**config.mk**
```make
export PLATFORM = sky130hd
export DESIGN_NAME = bus_transfer_arbiter
export DESIGN_NICKNAME = d
export VERILOG_FILES = /design/src/rtl/bus_transfer_arbiter.sv
export SDC_FILE = /design/constraint.sdc
export NUM_CORES = 1
export LEC_CHECK = 0
export CORE_MARGIN = 4
export CORE_UTILIZATION = 44
export CTS_CLUSTER_SIZE = 16
export DETAILED_ROUTE_END_ITERATION = 8
export PLACE_DENSITY = 0.91
export SETUP_SLACK_MARGIN = 0.3
export SLEW_MARGIN = 20
export SYNTH_ARGS = -nofsm -noshare
export SYNTH_HDL_FRONTEND = slang
export SYNTH_SLANG_ARGS = --single-unit
```
**constraint.sdc**
```tcl
create_clock -name clk -period 2.7 [get_ports clk]
set_input_delay 0.405 -clock clk [delete_from_list [all_inputs] [get_ports clk]]
set_output_delay 0.405 -clock clk [all_outputs]
set_load 0.02 [all_outputs]
```
**src/rtl/bus_transfer_arbiter.sv**
```systemverilog
// bus_transfer_arbiter
// Arbitrates the shared 32-bit CPU bus between the control unit and the
// I/O/DMA port. Each accepted request is one register-to-register move. One
// cycle after acceptance the block drives the bus-mux source select and a
// one-hot destination load enable. It also flags illegal codes in a sticky
// error bit and counts completed transfers with a saturating counter.
//
// Optional feature macro: BUS_ARB_ROUND_ROBIN_EN
//   defined   : round-robin between the two requesters when both are valid
//   undefined : fixed priority, ctrl always wins over io
//
// Ports:
//   clk, rst_n               clock, synchronous active-low reset
//   ctrl_valid/src/dst/ready control-unit request channel (ready is combinational)
//   io_valid/src/dst/ready   I/O requester channel (ready is combinational)
//   bus_hold                 stall, blocks all grants while high
//   bus_select               registered 5-bit bus-mux select
//   dst_load                 registered one-hot destination load enable
//   xfer_owner               registered owner of the last executed transfer (0 ctrl, 1 io)
//   err, err_clr             sticky illegal-request flag and its clear
//   xfer_count               saturating completed-transfer counter
module bus_transfer_arbiter #(
    parameter int unsigned CNT_W = 16
) (
    input  logic             clk,
    input  logic             rst_n,
    input  logic             ctrl_valid,
    input  logic [4:0]       ctrl_src,
    input  logic [4:0]       ctrl_dst,
    output logic             ctrl_ready,
    input  logic             io_valid,
    input  logic [4:0]       io_src,
    input  logic [4:0]       io_dst,
    output logic             io_ready,
    input  logic             bus_hold,
    output logic [4:0]       bus_select,
    output logic [23:0]      dst_load,
    output logic             xfer_owner,
    output logic             err,
    input  logic             err_clr,
    output logic [CNT_W-1:0] xfer_count
);

    localparam int unsigned DST_N = 24;

    // Sources 0-23 are legal.
    function automatic logic src_legal(input logic [4:0] code);
        return code < 5'd24;
    endfunction

    // Writable destinations: R0-R15, HI, LO (0-17), PC (20), MDR (21).
    function automatic logic dst_legal(input logic [4:0] code);
        return (code <= 5'd17) || (code == 5'd20) || (code == 5'd21);
    endfunction

    logic grant_ctrl;
    logic grant_io;
    logic accept;
    logic [4:0] sel_src;
    logic [4:0] sel_dst;
    logic sel_legal;

`ifdef BUS_ARB_ROUND_ROBIN_EN
    // High when io won the last contention-free or contended grant's opposite:
    // i.e. io gets priority because ctrl was granted most recently.
    logic io_pri;

    assign grant_ctrl = rst_n && !bus_hold && ctrl_valid && (!io_valid || !io_pri);
    assign grant_io   = rst_n && !bus_hold && io_valid && (!ctrl_valid || io_pri);

    // Pointer moves on every acceptance, legal or not.
    always_ff @(posedge clk) begin
        if (!rst_n) begin
            io_pri <= 1'b0;
        end else if (grant_ctrl) begin
            io_pri <= 1'b1;
        end else if (grant_io) begin
            io_pri <= 1'b0;
        end
    end
`else
    assign grant_ctrl = rst_n && !bus_hold && ctrl_valid;
    assign grant_io   = rst_n && !bus_hold && io_valid && !ctrl_valid;
`endif

    assign ctrl_ready = grant_ctrl;
    assign io_ready   = grant_io;
    assign accept     = grant_ctrl || grant_io;
    assign sel_src    = grant_io ? io_src : ctrl_src;
    assign sel_dst    = grant_io ? io_dst : ctrl_dst;
    assign sel_legal  = src_legal(sel_src) && dst_legal(sel_dst);

    // Output stage: one-cycle registered execution of the accepted request.
    always_ff @(posedge clk) begin
        if (!rst_n) begin
            bus_select <= 5'd0;
            dst_load   <= '0;
            xfer_owner <= 1'b0;
            err        <= 1'b0;
            xfer_count <= '0;
        end else begin
            dst_load <= '0;
            if (err_clr) begin
                err <= 1'b0;
            end
            if (accept) begin
                if (sel_legal) begin
                    bus_select <= sel_src;
                    dst_load   <= DST_N'(1) << sel_dst;
                    xfer_owner <= grant_io;
                end else begin
                    // Illegal set overrides a simultaneous clear.
                    err <= 1'b1;
                end
            end
            // A load on the bus this cycle is a completed transfer at this edge.
            if ((dst_load != '0) && (xfer_count != '1)) begin
                xfer_count <= xfer_count + CNT_W'(1);
            end
        end
    end

endmodule
```
After elaboration in Yosys (flattened, before gate mapping)
Index checks and enable logic that the tools add are counted.
{"block": "totals", "input_bits": 26, "ff_bits": 47, "out_inout_bits": 49, "wordCells": 31}
{"block": "op_classes", "n_eq_ne": 3, "magnitude_cmp": 2, "shifts": 1, "reduce_logical": 14, "add_sub_neg": 1, "n_mux": 5}
{"operator": "$reduce_bool 24->1", "n": 1}
{"operator": "$shl 1x5->24 const A", "n": 1}
{"operator": "$add 16x1->16 const B", "n": 1}
{"operator": "$ne 16x16->1 const B", "n": 1}
{"operator": "$eq 5x5->1 const B", "n": 2}
{"operator": "$mux 5", "n": 2}
{"operator": "$logic_and 1x1->1", "n": 6}
{"operator": "$le 5x5->1 const B", "n": 1}
{"operator": "$lt 5x5->1 const B", "n": 1}
{"operator": "$logic_or 1x1->1", "n": 3}
{"operator": "$mux 1", "n": 3}
{"operator": "$reduce_and 3->1", "n": 1}
{"operator": "$logic_not 1->1", "n": 2}
{"operator": "$reduce_and 2->1", "n": 1}

Logic depth before layout (Yosys ltp)
{"block": "logic_depth", "word_depth": 11, "depth_mapped": 6, "ltp_nobuf": 6}

Worst setup path before layout
OpenSTA, ideal clock, no wires.
{"block": "synth_path", "path_type": "input to register", "startpoint": "in ctrl_valid", "endpoint": "reg dst_load[11]", "path_buffers": 0, "slack_ns": 0.692, "path_stages": 5, "required_time_ns": 2.636, "setup_time_ns": 0.064, "arrival_ns": 1.944, "cell_sequence": "and4bb_1 mux2_2 or4b_4 or2_4 nor2_2"}
{"block": "synth_via", "elab_chain_cells": 8, "elab_cells_between_ends": 15, "classes_between": "order compare: 2; eq/ne: 2; shift: 1; mux: 2; reduce/logical: 8"}
{"item": "from (decl)", "line": "27", "source": "input logic ctrl_valid,"}
{"item": "$logic_not 1->1", "line": "83", "source": "assign grant_io = rst_n && !bus_hold && io_valid && !ctrl_valid;"}
{"item": "$logic_and 1x1->1", "line": "83"}
{"item": "$mux 5", "line": "90", "source": "assign sel_dst = grant_io ? io_dst : ctrl_dst;"}
{"item": "$le 5x5->1 or $eq 5x5->1 (tied branches)", "line": "53", "source": "return (code <= 5'd17) || (code == 5'd20) || (code == 5'd21);"}
{"item": "$logic_or 1x1->1 (2 in series)", "line": "53"}
{"item": "$logic_and 1x1->1", "line": "91", "source": "assign sel_legal = src_legal(sel_src) && dst_legal(sel_dst);"}
{"item": "$reduce_and 3->1 (no line)"}
{"item": "to (signal assigned)", "line": "109", "source": "dst_load <= DST_N'(1) << sel_dst;"}
{"item": "to (decl)", "line": "37", "source": "output logic [23:0] dst_load,"}
Parallel ways exist; a longest one is shown, timed or not.
A chain may end at the register's enable or synchronous reset.

Worst setup path in the final report
{"block": "layout_path", "startpoint": "in rst_n", "endpoint": "reg dst_load[11]"}
{"block": "layout_via", "elab_chain_cells": 9, "elab_cells_between_ends": 16, "classes_between": "order compare: 2; eq/ne: 2; shift: 1; mux: 2; reduce/logical: 9"}
{"item": "from (decl)", "line": "26", "source": "input logic rst_n,"}
{"item": "$logic_and 1x1->1", "line": "82, 83"}
{"item": "$logic_and 1x1->1 (2 in series)", "line": "83"}
{"item": "$mux 5", "line": "90"}
{"item": "$le 5x5->1 or $eq 5x5->1 (tied branches)", "line": "53"}
{"item": "$logic_or 1x1->1 (2 in series)", "line": "53"}
{"item": "$logic_and 1x1->1", "line": "91"}
{"item": "$reduce_and 3->1 (no line)"}
Parallel ways exist; a longest one is shown, timed or not.

==> out/metrics.cfg <==
[run_status]
status=complete, no violations

[global_routing]
grt_pass1_wl_um=8430
grt_max_degree=20
gr-usage-all-layers_pct=19.5
grt_antenna_before_repair=0
grt_pass1_vias=1866
gr-total-overflow=0

[finish]
layout.cell_area.non_filler_sq_um=2930
n_antenna_cell=0
flow.area_growth_from_synthesis_pct=47.0
drive_gt1_share_pct=8.20
fin_nets=331
nFillCells=347

[yosys]
netlist_top_cells_count=47 x sky130_fd_sc_hd__dfxtp_1, 25 x sky130_fd_sc_hd__nand2_1, 23 x sky130_fd_sc_hd__nor2_1
number_of_synthesized_flops_with_an_enable_pin=0
synth_top_area_cell=sky130_fd_sc_hd__dfxtp_1
synth-main-ff-cell=sky130_fd_sc_hd__dfxtp_1
ys_types=40
synth.yosys.seq_area_share_pct=47.3
ffs_latches_synth=47
syn_avg_cell_area_sq_um=9.04
async_reset_ff_share_pct=0
synth_area_sq_um=1990
ys_top_cells_by_area=sky130_fd_sc_hd__dfxtp_1 47%, sky130_fd_sc_hd__mux2i_1 8.1%, sky130_fd_sc_hd__nand2_1 4.7%
ys_warn_count=0
most_frequent_cell_after_synthesis=sky130_fd_sc_hd__dfxtp_1
synthDominantCellAreaShare_pct=47.3
post_synthesis_cell_count=220

[sta]
rsz0062_at_grt=false
fmax_mhz=441
whs_ns=0.465
finalSetupViolations=0
slew_of_the_pin_with_the_lowest_slew_margin_ns=0.675
setup-tns-final_ns=0
final_hold_fails=0
timing_max_transition_violations_final=0
fin_crit_sh_pct=84.0
min_period_ns=2.27
timing.clock.skew_ns=0.00562
maxSlewHeadroom_pct=54.8

[pwr]
power.leakage_nw=1.05
power.ir.vdd_worst_mv=0.254
power_per_cell_area_nw_per_um2=456
totalPowerFinal_mw=1.33

[clock_network]
clock_tree.buffer_depth=2
tritoncts=built
h-tree-depth=2
cts-hold-fix-buffers=0
cts.root.buffer_cell=sky130_fd_sc_hd__clkbuf_8
cts.reportedPaths.clkPinSlew_ns=0.09
clkLatencyLatePin_ns=0.30
cts_sinks=47
cts-buffers-inserted=5

[setup_path]
timing.critical_path.from_type=input port
path_max_fanout=9
cp.arrival_ns=2.51
worst-setup-path-type=in2reg
crit_path_end_kind=flip-flop
cp_data_required_time_ns=2.94

[detailed_routing]
count_of_unresolved_drc_violations_after_routing=0
dr.pass1.iters=4
antenna_violating_nets_post_route=0
route.final.wire_length_um=5290
vias_per_cell=5.46
routed_wire_length_per_instance_um=14.8
drt_iter0_markers=107
vias=1950

[die]
std_cell_rows=24
die_area_sq_um=5660
chip_height_um=75.2
initial_core_util_pct=45.7
die-width_um=75.2
num_io_pins=75
core_sq_um=4350

[place]
postPlaceCellArea_sq_um=2820
buffer_ports.inserted=74
hpwl_um=4080
place_congestion=0.810

[min_path]
holdCritPathClass=reg2reg

[flow_run]
drv.max_cap_violation_count=0

## state kept, by name (all words and copies together) (netlist names)
signal      cells
xfer_count     16
dst_load       24
bus_select      5
xfer_owner      1
err             1
## metal layers
metal,global-route usage [%],share of wire [%]
met2,32.6,50
met3,5.21,7.1
met4,7.38,1.3
met1,24.0,42
met5,0,0
## metrics by stage
step | worst slack (ns) | instances | utilization (%)
4_1_cts | 0.392 | 357 | 67.1
5_1_grt | 0.325 | 357 | 67.2
6_report | 0.432 | 357 | 67.2
2_1_floorplan | 0.692 | 223 | -
3_5_place_dp | 0.0822 | 349 | 64.9
3_3_place_gp | 0.169 | 349 | 64.9
## cells in the final DEF (no fill, tap or decap), types with 4 or more instances in the layout
cell type	Yosys	routed
sky130_fd_sc_hd__clkdlybuf4s50_1	0	72
sky130_fd_sc_hd__dfxtp_1	47	47
sky130_fd_sc_hd__nand2_1	25	25
sky130_fd_sc_hd__nor2_1	23	23
sky130_fd_sc_hd__mux2i_1	16	16
sky130_fd_sc_hd__o21ai_0	10	10
sky130_fd_sc_hd__nand2b_1	9	9
sky130_fd_sc_hd__a21oi_1	9	9
sky130_fd_sc_hd__or3_1	8	7
sky130_fd_sc_hd__buf_4	0	7
sky130_fd_sc_hd__nor4_1	6	6
sky130_fd_sc_hd__clkbuf_8	0	6
sky130_fd_sc_hd__inv_1	5	5
sky130_fd_sc_hd__nand3_1	5	5
sky130_fd_sc_hd__nand4_1	5	5
sky130_fd_sc_hd__nor3b_1	4	4
sky130_fd_sc_hd__a31oi_1	4	4
sky130_fd_sc_hd__and3_1	4	4
sky130_fd_sc_hd__conb_1	1	4
## report_power, final
| group | total [mW] | switching, mW | internal (mW) |
|---|---|---|---|
| sequential | 0.721 | 0.0135 | 0.707 |
| clock | 0.442 | 0.233 | 0.209 |
| combinational | 0.171 | 0.0816 | 0.0897 |
## cell families after synthesis
group                      share of synthesized area [%]
AOI/OAI and AO/OA                                   9.68
xor gates and xnor gates                           0.440
adders and majority gates                          0.629
buffers and inverters                               2.70
DFF                                                 47.3
muxes                                               9.87
other                                              0.188
and+or+nand+nor                                     29.2
## repair_timing
action	4_1_cts	5_1_grt
pin swaps	0	0
buffers inserted	0	0
gates resized for setup	2	1
endpoints found under the setup margin	2	1
## area by class of cell
class / instances / area, sq um / share of cell area [%]
Clock buffer: 6 / 82.6 / 2.82
Tap cell: 52 / 65.1 / 2.22
Clock inverter: 2 / 16.3 / 0.556
Sequential cell: 47 / 941 / 32.2
Timing Repair Buffer: 81 / 791 / 27.0
Multi-Input combinational cell: 164 / 1010 / 34.6
Inverter: 5 / 18.8 / 0.642
## worst max-delay path, cell delays in order
cell,delay [ns]
sky130_fd_sc_hd__clkdlybuf4s50_1,0.49
sky130_fd_sc_hd__buf_4,0.16
sky130_fd_sc_hd__inv_1,0.06
sky130_fd_sc_hd__or3_4,0.40
sky130_fd_sc_hd__or4b_4,0.59
sky130_fd_sc_hd__or2_4,0.28
sky130_fd_sc_hd__nor2_2,0.11
## worst paths after layout
kind                                                 start  cells past startpoint  slack [ns]                          end
worst min-delay path               xfer_owner$_SDFFE_PN0P_                      2        0.46      xfer_owner$_SDFFE_PN0P_
worst min register to register     xfer_owner$_SDFFE_PN0P_                      2        0.46      xfer_owner$_SDFFE_PN0P_
worst max-delay path                                 rst_n                      7        0.43      dst_load[11]$_SDFF_PP0_
worst max register to register  xfer_count[0]$_SDFFE_PN0P_                      6        0.74  xfer_count[15]$_SDFFE_PN0P_
Power figures use the tool's default switching activity.
